[config.mk]
export PLATFORM = sky130hd
export DESIGN_NAME = axi_sram_bridge_mp
export DESIGN_NICKNAME = d
export VERILOG_FILES = /design/src/rtl/axi_sram_bridge_mp_pkg.sv /design/src/rtl/axi_sram_bridge_mp_rr_arbiter.sv /design/src/rtl/axi_sram_bridge_mp.sv
export SDC_FILE = /design/constraint.sdc
export NUM_CORES = 1
export LEC_CHECK = 0
export ABC_AREA = 1
export BUFFER_PORTS_ARGS = -buffer_cell sky130_fd_sc_hd__buf_2
export CORE_AREA = 3 3 164 166
export DETAILED_ROUTE_END_ITERATION = 6
export DIE_AREA = 0 0 167 169
export PLACE_DENSITY_LB_ADDON = 0.05
export RECOVER_POWER = 100
export SYNTH_ARGS = -nofsm -noshare
export SYNTH_HDL_FRONTEND = slang
export SYNTH_SLANG_ARGS = --single-unit
export TNS_END_PERCENT = 10
[constraint.sdc]
create_clock -name aclk -period 1.16 [get_ports aclk]
set_input_delay 0.116 -clock aclk [delete_from_list [all_inputs] [get_ports aclk]]
set_output_delay 0.116 -clock aclk [all_outputs]
set_load 0.1 [all_outputs]
[src/rtl/axi_sram_bridge_mp_pkg.sv]
`default_nettype none
// +--------------------------------------------------------------------------+
// | axi_sram_bridge_mp_pkg : shared types/constants for the multi-port bridge |
// | Revision: 1.0                                                            |
// +--------------------------------------------------------------------------+
package axi_sram_bridge_mp_pkg;

  typedef enum logic [1:0] {
    W_IDLE = 2'd0,
    W_ADDR = 2'd1,
    W_RESP = 2'd2
  } wr_state_t;

  localparam logic [1:0] AXI_BURST_INCR = 2'b01;
  localparam logic [3:0] AXI_LEN_SINGLE = 4'd0;

  // SRAM size code 3 has no wider AXI meaning, so it collapses to a word.
  function automatic logic [2:0] axi_size(input logic [1:0] size);
    return {1'b0, (size == 2'b11) ? 2'b10 : size};
  endfunction

endpackage
`default_nettype wire

[src/rtl/axi_sram_bridge_mp_rr_arbiter.sv]
`default_nettype none
// +--------------------------------------------------------------------------+
// | axi_sram_bridge_mp_rr_arbiter : round-robin, one-hot grant, advance on    |
// | accept only. Revision: 1.0                                               |
// +--------------------------------------------------------------------------+
module axi_sram_bridge_mp_rr_arbiter
  import axi_sram_bridge_mp_pkg::*;
#(
  parameter int N = 2
) (
  input  logic         aclk,
  input  logic         aresetn,
  input  logic [N-1:0] i_req,
  input  logic         i_accept,
  output logic [N-1:0] o_gnt
);

  localparam int PW = (N > 1) ? $clog2(N) : 1;

  logic [PW-1:0] r_ptr;
  logic [PW-1:0] w_win;
  logic [PW-1:0] w_nxt;
  logic [N-1:0]  w_mask;
  logic [N-1:0]  w_hi;
  logic [N-1:0]  w_pool;

  // Requests at or above the pointer take priority; otherwise wrap to the bottom.
  always_comb begin
    w_mask = '0;
    for (int j = 0; j < N; j++) begin
      w_mask[j] = (j >= int'(r_ptr));
    end
    w_hi   = i_req & w_mask;
    w_pool = (|w_hi) ? w_hi : i_req;
    o_gnt  = w_pool & (~w_pool + N'(1));
    w_win  = '0;
    for (int j = 0; j < N; j++) begin
      if (o_gnt[j]) w_win = PW'(j);
    end
    w_nxt = (int'(w_win) == N - 1) ? '0 : w_win + PW'(1);
  end

  always_ff @(posedge aclk) begin
    if (!aresetn) begin
      r_ptr <= '0;
    end else if (i_accept && (|o_gnt)) begin
      r_ptr <= w_nxt;
    end
  end

endmodule
`default_nettype wire

[src/rtl/axi_sram_bridge_mp.sv]
`default_nettype none
// +--------------------------------------------------------------------------+
// | axi_sram_bridge_mp : N SRAM-like ports -> single-beat AXI3, reads        |
// | pipelined, one write. Option: BRIDGE_RAW_ADDR_CHECK_EN. Revision: 1.0    |
// +--------------------------------------------------------------------------+
module axi_sram_bridge_mp
  import axi_sram_bridge_mp_pkg::*;
#(
  parameter int N_PORTS    = 2,
  parameter int ID_W       = 4,
  parameter int MAX_RD_OUT = 2
) (
  input  logic                   aclk,
  input  logic                   aresetn,
  input  logic [N_PORTS-1:0]     i_s_req,
  input  logic [N_PORTS-1:0]     i_s_wr,
  input  logic [2*N_PORTS-1:0]   i_s_size,
  input  logic [32*N_PORTS-1:0]  i_s_addr,
  input  logic [32*N_PORTS-1:0]  i_s_wdata,
  input  logic [4*N_PORTS-1:0]   i_s_wstrb,
  output logic [N_PORTS-1:0]     o_s_addr_ok,
  output logic [N_PORTS-1:0]     o_s_data_ok,
  output logic [32*N_PORTS-1:0]  o_s_rdata,
  output logic [ID_W-1:0]        o_arid,
  output logic [31:0]            o_araddr,
  output logic [3:0]             o_arlen,
  output logic [2:0]             o_arsize,
  output logic [1:0]             o_arburst,
  output logic [1:0]             o_arlock,
  output logic [3:0]             o_arcache,
  output logic [2:0]             o_arprot,
  output logic                   o_arvalid,
  input  logic                   i_arready,
  input  logic [ID_W-1:0]        i_rid,
  input  logic [31:0]            i_rdata,
  input  logic [1:0]             i_rresp,
  input  logic                   i_rlast,
  input  logic                   i_rvalid,
  output logic                   o_rready,
  output logic [ID_W-1:0]        o_awid,
  output logic [31:0]            o_awaddr,
  output logic [3:0]             o_awlen,
  output logic [2:0]             o_awsize,
  output logic [1:0]             o_awburst,
  output logic [1:0]             o_awlock,
  output logic [3:0]             o_awcache,
  output logic [2:0]             o_awprot,
  output logic                   o_awvalid,
  input  logic                   i_awready,
  output logic [ID_W-1:0]        o_wid,
  output logic [31:0]            o_wdata,
  output logic [3:0]             o_wstrb,
  output logic                   o_wlast,
  output logic                   o_wvalid,
  input  logic                   i_wready,
  input  logic [ID_W-1:0]        i_bid,
  input  logic [1:0]             i_bresp,
  input  logic                   i_bvalid,
  output logic                   o_bready
);

  localparam int CW = $clog2(MAX_RD_OUT + 1);

  wr_state_t             r_wstate;
  wr_state_t             w_wstate_nxt;
  logic [CW-1:0]         r_rd_cnt;
  logic                  r_arvalid;
  logic [31:0]           r_araddr;
  logic [2:0]            r_arsize;
  logic [ID_W-1:0]       r_arid;
  logic                  r_awvalid;
  logic                  r_wvalid;
  logic [31:0]           r_awaddr;
  logic [2:0]            r_awsize;
  logic [ID_W-1:0]       r_awid;
  logic [31:0]           r_wdata;
  logic [3:0]            r_wstrb;
  logic [N_PORTS-1:0]    r_data_ok;
  logic [32*N_PORTS-1:0] r_rdata;

  logic [N_PORTS-1:0]    w_rd_req;
  logic [N_PORTS-1:0]    w_wr_req;
  logic [N_PORTS-1:0]    w_rd_gnt;
  logic [N_PORTS-1:0]    w_wr_gnt;
  logic                  w_rd_ok;
  logic                  w_wr_ok;
  logic                  w_rd_hazard;
  logic                  w_ar_hs;
  logic                  w_aw_done;
  logic                  w_w_done;
  logic [31:0]           w_rd_addr;
  logic [1:0]            w_rd_size;
  logic [ID_W-1:0]       w_rd_id;
  logic [31:0]           w_wr_addr;
  logic [1:0]            w_wr_size;
  logic [ID_W-1:0]       w_wr_id;
  logic [31:0]           w_wr_data;
  logic [3:0]            w_wr_strb;
  logic [N_PORTS-1:0]    w_dok_nxt;
  logic                  w_unused;

  assign w_unused = ^{i_rresp, i_rlast, i_bid, i_bresp};

  assign w_rd_req = i_s_req & ~i_s_wr;
  assign w_wr_req = i_s_req & i_s_wr;

  axi_sram_bridge_mp_rr_arbiter #(.N(N_PORTS)) u_rd_arb (
    .aclk     (aclk),
    .aresetn  (aresetn),
    .i_req    (w_rd_req),
    .i_accept (w_rd_ok),
    .o_gnt    (w_rd_gnt)
  );

  axi_sram_bridge_mp_rr_arbiter #(.N(N_PORTS)) u_wr_arb (
    .aclk     (aclk),
    .aresetn  (aresetn),
    .i_req    (w_wr_req),
    .i_accept (w_wr_ok),
    .o_gnt    (w_wr_gnt)
  );

  always_comb begin
    w_rd_addr = '0;
    w_rd_size = '0;
    w_rd_id   = '0;
    w_wr_addr = '0;
    w_wr_size = '0;
    w_wr_id   = '0;
    w_wr_data = '0;
    w_wr_strb = '0;
    for (int p = 0; p < N_PORTS; p++) begin
      if (w_rd_gnt[p]) begin
        w_rd_addr = i_s_addr[p*32 +: 32];
        w_rd_size = i_s_size[p*2 +: 2];
        w_rd_id   = ID_W'(p);
      end
      if (w_wr_gnt[p]) begin
        w_wr_addr = i_s_addr[p*32 +: 32];
        w_wr_size = i_s_size[p*2 +: 2];
        w_wr_id   = ID_W'(p);
        w_wr_data = i_s_wdata[p*32 +: 32];
        w_wr_strb = i_s_wstrb[p*4 +: 4];
      end
    end
  end

`ifdef BRIDGE_RAW_ADDR_CHECK_EN
  assign w_rd_hazard = (r_wstate != W_IDLE) && (w_rd_addr[31:2] == r_awaddr[31:2]);
`else
  assign w_rd_hazard = (r_wstate != W_IDLE);
`endif

  // A pending AR not yet counted in r_rd_cnt blocks new grants, so the count never overshoots.
  assign w_rd_ok = (|w_rd_req) && !r_arvalid && (r_rd_cnt < CW'(MAX_RD_OUT)) && !w_rd_hazard;
  assign w_wr_ok = (|w_wr_req) && (r_wstate == W_IDLE) && (r_rd_cnt == '0);

  assign o_s_addr_ok = ({N_PORTS{w_rd_ok}} & w_rd_gnt) | ({N_PORTS{w_wr_ok}} & w_wr_gnt);

  assign w_ar_hs   = r_arvalid && i_arready;
  assign w_aw_done = !r_awvalid || i_awready;
  assign w_w_done  = !r_wvalid || i_wready;

  always_ff @(posedge aclk) begin
    if (!aresetn) begin
      r_arvalid <= 1'b0;
      r_araddr  <= '0;
      r_arsize  <= '0;
      r_arid    <= '0;
    end else if (w_rd_ok) begin
      r_arvalid <= 1'b1;
      r_araddr  <= w_rd_addr;
      r_arsize  <= axi_size(w_rd_size);
      r_arid    <= w_rd_id;
    end else if (i_arready) begin
      r_arvalid <= 1'b0;
    end
  end

  always_ff @(posedge aclk) begin
    if (!aresetn) begin
      r_rd_cnt <= '0;
    end else begin
      case ({w_ar_hs, i_rvalid})
        2'b10:   r_rd_cnt <= r_rd_cnt + CW'(1);
        2'b01:   if (r_rd_cnt != '0) r_rd_cnt <= r_rd_cnt - CW'(1);
        default: r_rd_cnt <= r_rd_cnt;
      endcase
    end
  end

  always_comb begin
    w_wstate_nxt = r_wstate;
    case (r_wstate)
      W_IDLE:  if (w_wr_ok) w_wstate_nxt = W_ADDR;
      W_ADDR:  if (w_aw_done && w_w_done) w_wstate_nxt = W_RESP;
      W_RESP:  if (i_bvalid) w_wstate_nxt = W_IDLE;
      default: w_wstate_nxt = W_IDLE;
    endcase
  end

  always_ff @(posedge aclk) begin
    if (!aresetn) r_wstate <= W_IDLE;
    else          r_wstate <= w_wstate_nxt;
  end

  // AW and W rise together; each drops on its own ready.
  always_ff @(posedge aclk) begin
    if (!aresetn) begin
      r_awvalid <= 1'b0;
      r_wvalid  <= 1'b0;
      r_awaddr  <= '0;
      r_awsize  <= '0;
      r_awid    <= '0;
      r_wdata   <= '0;
      r_wstrb   <= '0;
    end else if (w_wr_ok) begin
      r_awvalid <= 1'b1;
      r_wvalid  <= 1'b1;
      r_awaddr  <= w_wr_addr;
      r_awsize  <= axi_size(w_wr_size);
      r_awid    <= w_wr_id;
      r_wdata   <= w_wr_data;
      r_wstrb   <= w_wr_strb;
    end else begin
      if (i_awready) r_awvalid <= 1'b0;
      if (i_wready)  r_wvalid  <= 1'b0;
    end
  end

  always_comb begin
    w_dok_nxt = '0;
    for (int p = 0; p < N_PORTS; p++) begin
      if (i_rvalid && (i_rid == ID_W'(p))) w_dok_nxt[p] = 1'b1;
      if ((r_wstate == W_RESP) && i_bvalid && (r_awid == ID_W'(p))) w_dok_nxt[p] = 1'b1;
    end
  end

  always_ff @(posedge aclk) begin
    if (!aresetn) begin
      r_data_ok <= '0;
      r_rdata   <= '0;
    end else begin
      r_data_ok <= w_dok_nxt;
      for (int p = 0; p < N_PORTS; p++) begin
        if (i_rvalid && (i_rid == ID_W'(p))) r_rdata[p*32 +: 32] <= i_rdata;
      end
    end
  end

  assign o_s_data_ok = r_data_ok;
  assign o_s_rdata   = r_rdata;

  assign o_arid    = r_arid;
  assign o_araddr  = r_araddr;
  assign o_arlen   = AXI_LEN_SINGLE;
  assign o_arsize  = r_arsize;
  assign o_arburst = AXI_BURST_INCR;
  assign o_arlock  = 2'b00;
  assign o_arcache = 4'b0000;
  assign o_arprot  = 3'b000;
  assign o_arvalid = r_arvalid;
  assign o_rready  = 1'b1;

  assign o_awid    = r_awid;
  assign o_awaddr  = r_awaddr;
  assign o_awlen   = AXI_LEN_SINGLE;
  assign o_awsize  = r_awsize;
  assign o_awburst = AXI_BURST_INCR;
  assign o_awlock  = 2'b00;
  assign o_awcache = 4'b0000;
  assign o_awprot  = 3'b000;
  assign o_awvalid = r_awvalid;
  assign o_wid     = r_awid;
  assign o_wdata   = r_wdata;
  assign o_wstrb   = r_wstrb;
  assign o_wlast   = 1'b1;
  assign o_wvalid  = r_wvalid;
  assign o_bready  = 1'b1;

endmodule
`default_nettype wire
==> impl_metrics.ini, run 1 <==
[detailed_routing]
drc = 0
routed_wirelength_um = 30100
via_count = 8984
ant_nets = 0
drt_iter0_drc = 413
wl_per_cell_um = 15.14
firstDrtPassIters = 5
viasPerCell = 4.519

[sta]
max_slew_margin_pct = 55.85
fmax_mhz = 603.7
fin_crit_sh_pct = 142.8
hold_ws_ps = 24.30
setup_violations = 112
hold_viol = 0
fin_setup_tns_ps = -19510
fin_ws_ps = -496.4
rsz0062_at_grt = true
finalMaxSlewViolations = 0
fin_skew_ps = 11.60
min_period_ps = 1656
worst_pin_slew_ps = 662.3

[worst_setup_path]
crit_required_ps = 1040
crit_chain = nor2_2 > nand2_2 > buf_6 > o22ai_4 > buf_12
slowest_delay_ps = 360
reg2reg_to = o_araddr[22]$_SDFFE_PN0P_
critPathMaxFanout = 4
reg2regPathDepth = 9
crit_path_top_delay_cell = dfxtp_4
r2r_start = r_rd_cnt[1]$_SDFFE_PN0P_
setup.worst_path.end_class = output pin
path_class = reg -> out
start_kind = flip-flop
arrival_ps = 1540
rrSetupSlack_ps = -370

[cells_and_area]
fill_cells = 2339
drive_above_1_share_pct = 36.75
areaGrowthSynthToFinish_pct = 82.05
nNetsFinal = 1832

[logic_synthesis]
synth_warnings = 0
ys_seq_elements = 181
synth_area_per_cell_sq_um = 6.804
netlist_top_cells_area = dfxtp_1, nand2_1, a21oi_1
yosysTopAreaCellShare_pct = 44.23
synthArstFlopShare_pct = 0
ys.flop_type = dfxtp_1
yosysSeqAreaShare_pct = 44.23
yosys.area.top_type = dfxtp_1
synth_edf_count = 0
netlist_area_sq_um = 8192
syn_inst = 1204
netlist_top_cells_count = nand2_1, nor2_1, dfxtp_1
ys_types = 25
synth_most_common_cell = nand2_1

[global_routing]
overflow = 0
grt_pass1_vias = 8531
grt_antenna_before_repair = 5
grt_pass1_wl_um = 46210
grt_max_degree = 42
gr-usage-all-layers_pct = 20.54

[floorplanning]
io_pins = 418
dieArea_sq_um = 28220
die_w_um = 167
start_util_pct = 31.80
fp-row-count = 59
dieHeight_um = 169
coreArea_sq_um = 25760

[placed_design]
gp_congestion = 0.8154
port_buffers = 364
dp_hpwl_um = 21830
pre_cts_ws_ps = -315.9

[hold_path]
min_path_type = in -> reg
hold_start = i_s_wdata[19]
min_to = o_wdata[19]$_SDFFE_PN0P_
hold_path_depth = 5

[clock_tree]
root_buffer = clkbuf_16
clk_pin_slew_ps = 80
cts_sinks = 181
htreeDepth = 4
cts_buffer_depth = 2
cts_tree = yes
cts_made_buffers = 17
clkLatencyLatePin_ps = 420

[pwr]
p_per_area_nw_per_um2 = 1257
p_leak_nw = 6.523
ir_worst_vdd_v = 0.0009010
total_power_mw = 18.75

[run_status]
violations = negative setup slack
status = finished with violations

[job]
maxCapViolCount = 0
sequential cells by signal, indices dropped and copies added (netlist names), 4 cells and up:
name       count
o_awaddr      32
o_wdata       32
o_s_rdata     64
o_wstrb        4
o_araddr      32
cell usage in the layout (no fill, tap or decap), types with 4 or more instances in the layout:
cell type / netlist / routed
nand2_1: 234 / 222
buf_12: 0 / 197
nor2_1: 198 / 195
buf_2: 32 / 185
a21oi_1: 149 / 148
inv_1: 113 / 111
o21ai_0: 124 / 93
dfxtp_1: 181 / 90
dfxtp_2: 0 / 88
nand3_1: 55 / 49
conb_1: 2 / 44
dlygate4sd3_1: 0 / 43
buf_4: 56 / 40
o21ai_1: 9 / 39
clkbuf_16: 0 / 17
buf_6: 1 / 14
nand2_2: 1 / 9
inv_6: 0 / 7
nand3_4: 0 / 5
inv_8: 0 / 5
buf_16: 0 / 5
diode_2: 0 / 4
nor2_2: 3 / 4
buf_8: 0 / 4
metal layers:
metal / vias to the layer above / part of all wire (%) / GRT usage (%)
met5: - / 0.070 / 0
met4: 4 / 2.2 / 6.600
met3: 40 / 7.2 / 5.745
met2: 299 / 49 / 34.59
met1: 4061 / 42 / 25.55
li1: 4580 / - / -
worst max-delay path: cells and delay by family, from the launching register on:
family          cells  cell delay, ps
compound gates      1             190
simple gates        2             220
buf+inv             2             340
flops               1             360
logic make-up (layout without fill, tap and decap cells):
kind of cell | count (synthesis) | count (layout) | share of synthesized area (%)
and+or+nand+nor | 498 | 498 | 24.15
buffers and inverters | 239 | 642 | 14.13
AOI/OAI and AO/OA | 284 | 284 | 17.40
DFF | 181 | 181 | 44.23
other | 2 | 48 | 0.09168
worst max-delay path by stage:
stage | cells past startpoint | end | from
floorplan | 4 | o_s_addr_ok[0] | r_wstate[1]$_SDFFE_PN0P_
global placement | 8 | o_s_addr_ok[0] | i_s_req[0]
detailed placement | 6 | o_s_addr_ok[1] | r_rd_cnt[1]$_SDFFE_PN0P_
CTS | 5 | o_s_addr_ok[0] | r_wstate[0]$_SDFFE_PN0P_
global route | 5 | o_s_addr_ok[0] | r_wstate[1]$_SDFFE_PN0P_
finish | 5 | o_s_addr_ok[0] | r_rd_cnt[1]$_SDFFE_PN0P_
what timing repair did:
| action | CTS | global route |
|---|---|---|
| pin swaps | 9 | 7 |
| hold buffers | 43 | 0 |
| gates resized for setup | 97 | 97 |
| endpoints found under the setup margin | 124 | 199 |
| cloned | 4 | 0 |
| hold endpoints to repair | 70 | 0 |
| setup buffers | 8 | 3 |
layout make-up:
type                    count  area (sq um)  area share [%]
flip-flops and latches    181          3745           25.11
inverters                 118         461.7           3.096
clock inverters            14         131.4          0.8809
multi-input cells         826          3734           25.04
diodes                      4         10.01         0.06712
repair buffers            492          5973           40.05
well taps                 335         419.2           2.811
clock buffers              18         439.2           2.945
power breakdown:
part           internal (mW)  leakage (nW)  switching, mW  total (mW)
logic                   2.24          4.73           4.07        6.31
clock network           2.91         0.283           2.75        5.66
registers               6.50          1.51          0.278        6.78
total                   11.7          6.52           7.09        18.7
stage by stage:
stage                     std cells  area [sq um]  util (%)
after floorplan                1246          8412         -
after global placement         1896         13380     51.93
after detailed placement       1896         13380     51.93
after CTS                      1981         14730     57.19
after global routing           1987         14910     57.87
final                          1988         14910     57.88
Power figures use the tool's default switching activity.
==> inputs of run 2 (changes only) <==
--- a/config.mk
+++ b/config.mk
@@ -7,9 +7,10 @@
 export LEC_CHECK = 0
 export ABC_AREA = 1
 export BUFFER_PORTS_ARGS = -buffer_cell sky130_fd_sc_hd__buf_2
-export CORE_AREA = 3 3 164 166
+export CORE_AREA = 3 3 160 162
+export CTS_BUF_LIST = sky130_fd_sc_hd__clkbuf_8
 export DETAILED_ROUTE_END_ITERATION = 6
-export DIE_AREA = 0 0 167 169
+export DIE_AREA = 0 0 163 165
 export PLACE_DENSITY_LB_ADDON = 0.05
 export RECOVER_POWER = 100
 export SYNTH_ARGS = -nofsm -noshare
==> run 2 against run 1 <==
Against the previous run: the flow still finishes with violations (negative setup slack); routed wire length is 9.6% higher; worst hold slack better by 11 ps; utilization grew 7.3 points; global-route usage grew 3.2 points; highest routed layer unchanged; clock skew rose by 8.5 ps; critical path type unchanged; register-to-register slack barely moved.
==> impl_metrics.ini, run 2 (synthesized netlist as in run 1, its figures left out) <==
[run_status]
status = finished with violations
violations = negative setup slack

[global_routing]
overflow = 0
grt_max_degree = 45
gr-usage-all-layers_pct = 23.69
grt_pass1_vias = 9083
grt_pass1_wl_um = 49890
grt_antenna_before_repair = 6

[floorplanning]
start_util_pct = 33.78
dieHeight_um = 165
dieArea_sq_um = 26900
coreArea_sq_um = 24250
io_pins = 418
fp-row-count = 57
die_w_um = 163

[sta]
setup_violations = 117
min_period_ps = 1677
fmax_mhz = 596.3
rsz0062_at_grt = true
hold_viol = 0
finalMaxSlewViolations = 0
fin_crit_sh_pct = 144.6
max_slew_margin_pct = 60.64
fin_ws_ps = -516.9
worst_pin_slew_ps = 590.5
fin_skew_ps = 20.12

[cells_and_area]
largest_reg_flops = 64
multi_input_area_sq_um = 3886
fill_cells = 2084
regArea_sq_um = 3894
final_common_cell = nand2_1
drive_above_1_share_pct = 43.54
fin_area_sq_um = 15800
layout_common_cells = nand2_1, buf_12, nor2_1, buf_2, dfxtp_2
areaGrowthSynthToFinish_pct = 92.88
nNetsFinal = 1895

[hold_path]
min_path_type = in -> reg
hold_start = i_s_wdata[37]

[placed_design]
placed_area_sq_um = 13490
gp_congestion = 0.8471
dp_hpwl_um = 22370
pre_cts_ws_ps = -259.8
port_buffers = 364

[clock_tree]
htreeDepth = 4
cts_made_buffers = 17
root_buffer = clkbuf_8
clk_pin_slew_ps = 80
cts_sinks = 181
cts_tree = yes
clkLatencyLatePin_ps = 460
cts_buffer_depth = 2

[detailed_routing]
drt_iter0_drc = 649
drc = 0
routed_wirelength_um = 32980
firstDrtPassIters = 6
viasPerCell = 4.661
via_count = 9489
wl_per_cell_um = 16.20
ant_nets = 0

[worst_setup_path]
rrSetupSlack_ps = -370
crit_path_end = o_s_addr_ok[0]
crit_required_ps = 1040
reg2reg_to = o_wdata[31]$_SDFFE_PN0P_
setup.worst_path.end_class = output pin
arrival_ps = 1560
start_kind = flip-flop
path_class = reg -> out
critPathMaxFanout = 17
reg2regPathDepth = 9
r2r_start = r_wstate[0]$_SDFFE_PN0P_
worstSetupStartpoint = u_rd_arb.r_ptr$_SDFFE_PN0P_

[job]
maxCapViolCount = 0

[pwr]
p_leak_nw = 6.881
p_per_area_nw_per_um2 = 1156
ir_worst_vdd_v = 0.0007518
run 2: cell count changes in the layout (fill, tap and decap cells not counted), moves of 26 or more:
cell           before  now
dlygate4sd3_1      43   89
dfxtp_1            90    3
o21ai_1            39   13
dfxtp_2            88  159
run 2: worst min-delay path by stage:
stage / depth (start not counted) / endpoint / slack, ps
after floorplan: 3 / o_arvalid$_SDFFE_PN0P_ / 270
after global placement: 3 / o_s_rdata[63]$_SDFFE_PN0P_ / 380
after detailed placement: 3 / o_s_rdata[60]$_SDFFE_PN0P_ / 380
after CTS: 5 / o_wdata[5]$_SDFFE_PN0P_ / 2
after global routing: 5 / o_wdata[16]$_SDFFE_PN0P_ / 20
final: 5 / o_wdata[5]$_SDFFE_PN0P_ / 40
run 2: worst max-delay path, stage by stage (launching register included):
cell and delay, ps:
dfxtp_2 330, nand3_2 90, nand2_2 80, buf_12 170, o22ai_4 230, buf_12 210
run 2: what timing repair did:
action / 4_1_cts / 5_1_grt
gates resized for setup: 301 / 30
endpoints found under the setup margin: 286 / 243
buffers inserted: 10 / 1
hold buffers: 89 / 0
pin swaps: 39 / 7
cloned: 11 / 0
hold endpoints to repair: 103 / 0
run 2: report_power, final:
part	switching, mW	internal, mW
registers	0.286	6.50
clock network	2.44	2.13
logic	4.27	2.64
total	7.00	11.3
run 2: final cells by class:
| class | count | share of cell area, % |
|---|---|---|
| diodes | 1 | 0.01584 |
| clock buffers | 20 | 1.742 |
| clock inverters | 11 | 0.8790 |
| inverters | 118 | 3.025 |
| multi-input cells | 826 | 24.60 |
| flip-flops and latches | 181 | 24.64 |
| well taps | 324 | 2.566 |
| repair buffers | 555 | 42.53 |
run 2: stage by stage:
| stage | TNS, ps | power (mW) | hold slack (ps) | cells | util (%) |
|---|---|---|---|---|---|
| 6_report | -34780 | 18.27 | 35.08 | 2036 | 65.16 |
| 3_5_place_dp | -20960 | 12.78 | 384.2 | 1893 | 55.62 |
| 2_1_floorplan | -17790 | 10.53 | 268.9 | 1246 | - |
| 4_1_cts | -26440 | 18.41 | 1.718 | 2034 | 65.17 |
| 3_3_place_gp | -19520 | 12.75 | 379.7 | 1893 | 55.62 |
| 5_1_grt | -45920 | 19.06 | 18.85 | 2036 | 65.16 |
run 2: per-layer routing:
| layer | wire length [um] | GRT usage [%] | up-vias |
|---|---|---|---|
| met5 | 68 | 0 | - |
| met4 | 1225 | 9.804 | 10 |
| met3 | 2764 | 7.650 | 86 |
| met2 | 16020 | 40.56 | 419 |
| met1 | 12900 | 27.34 | 4263 |
| li1 | - | - | 4711 |
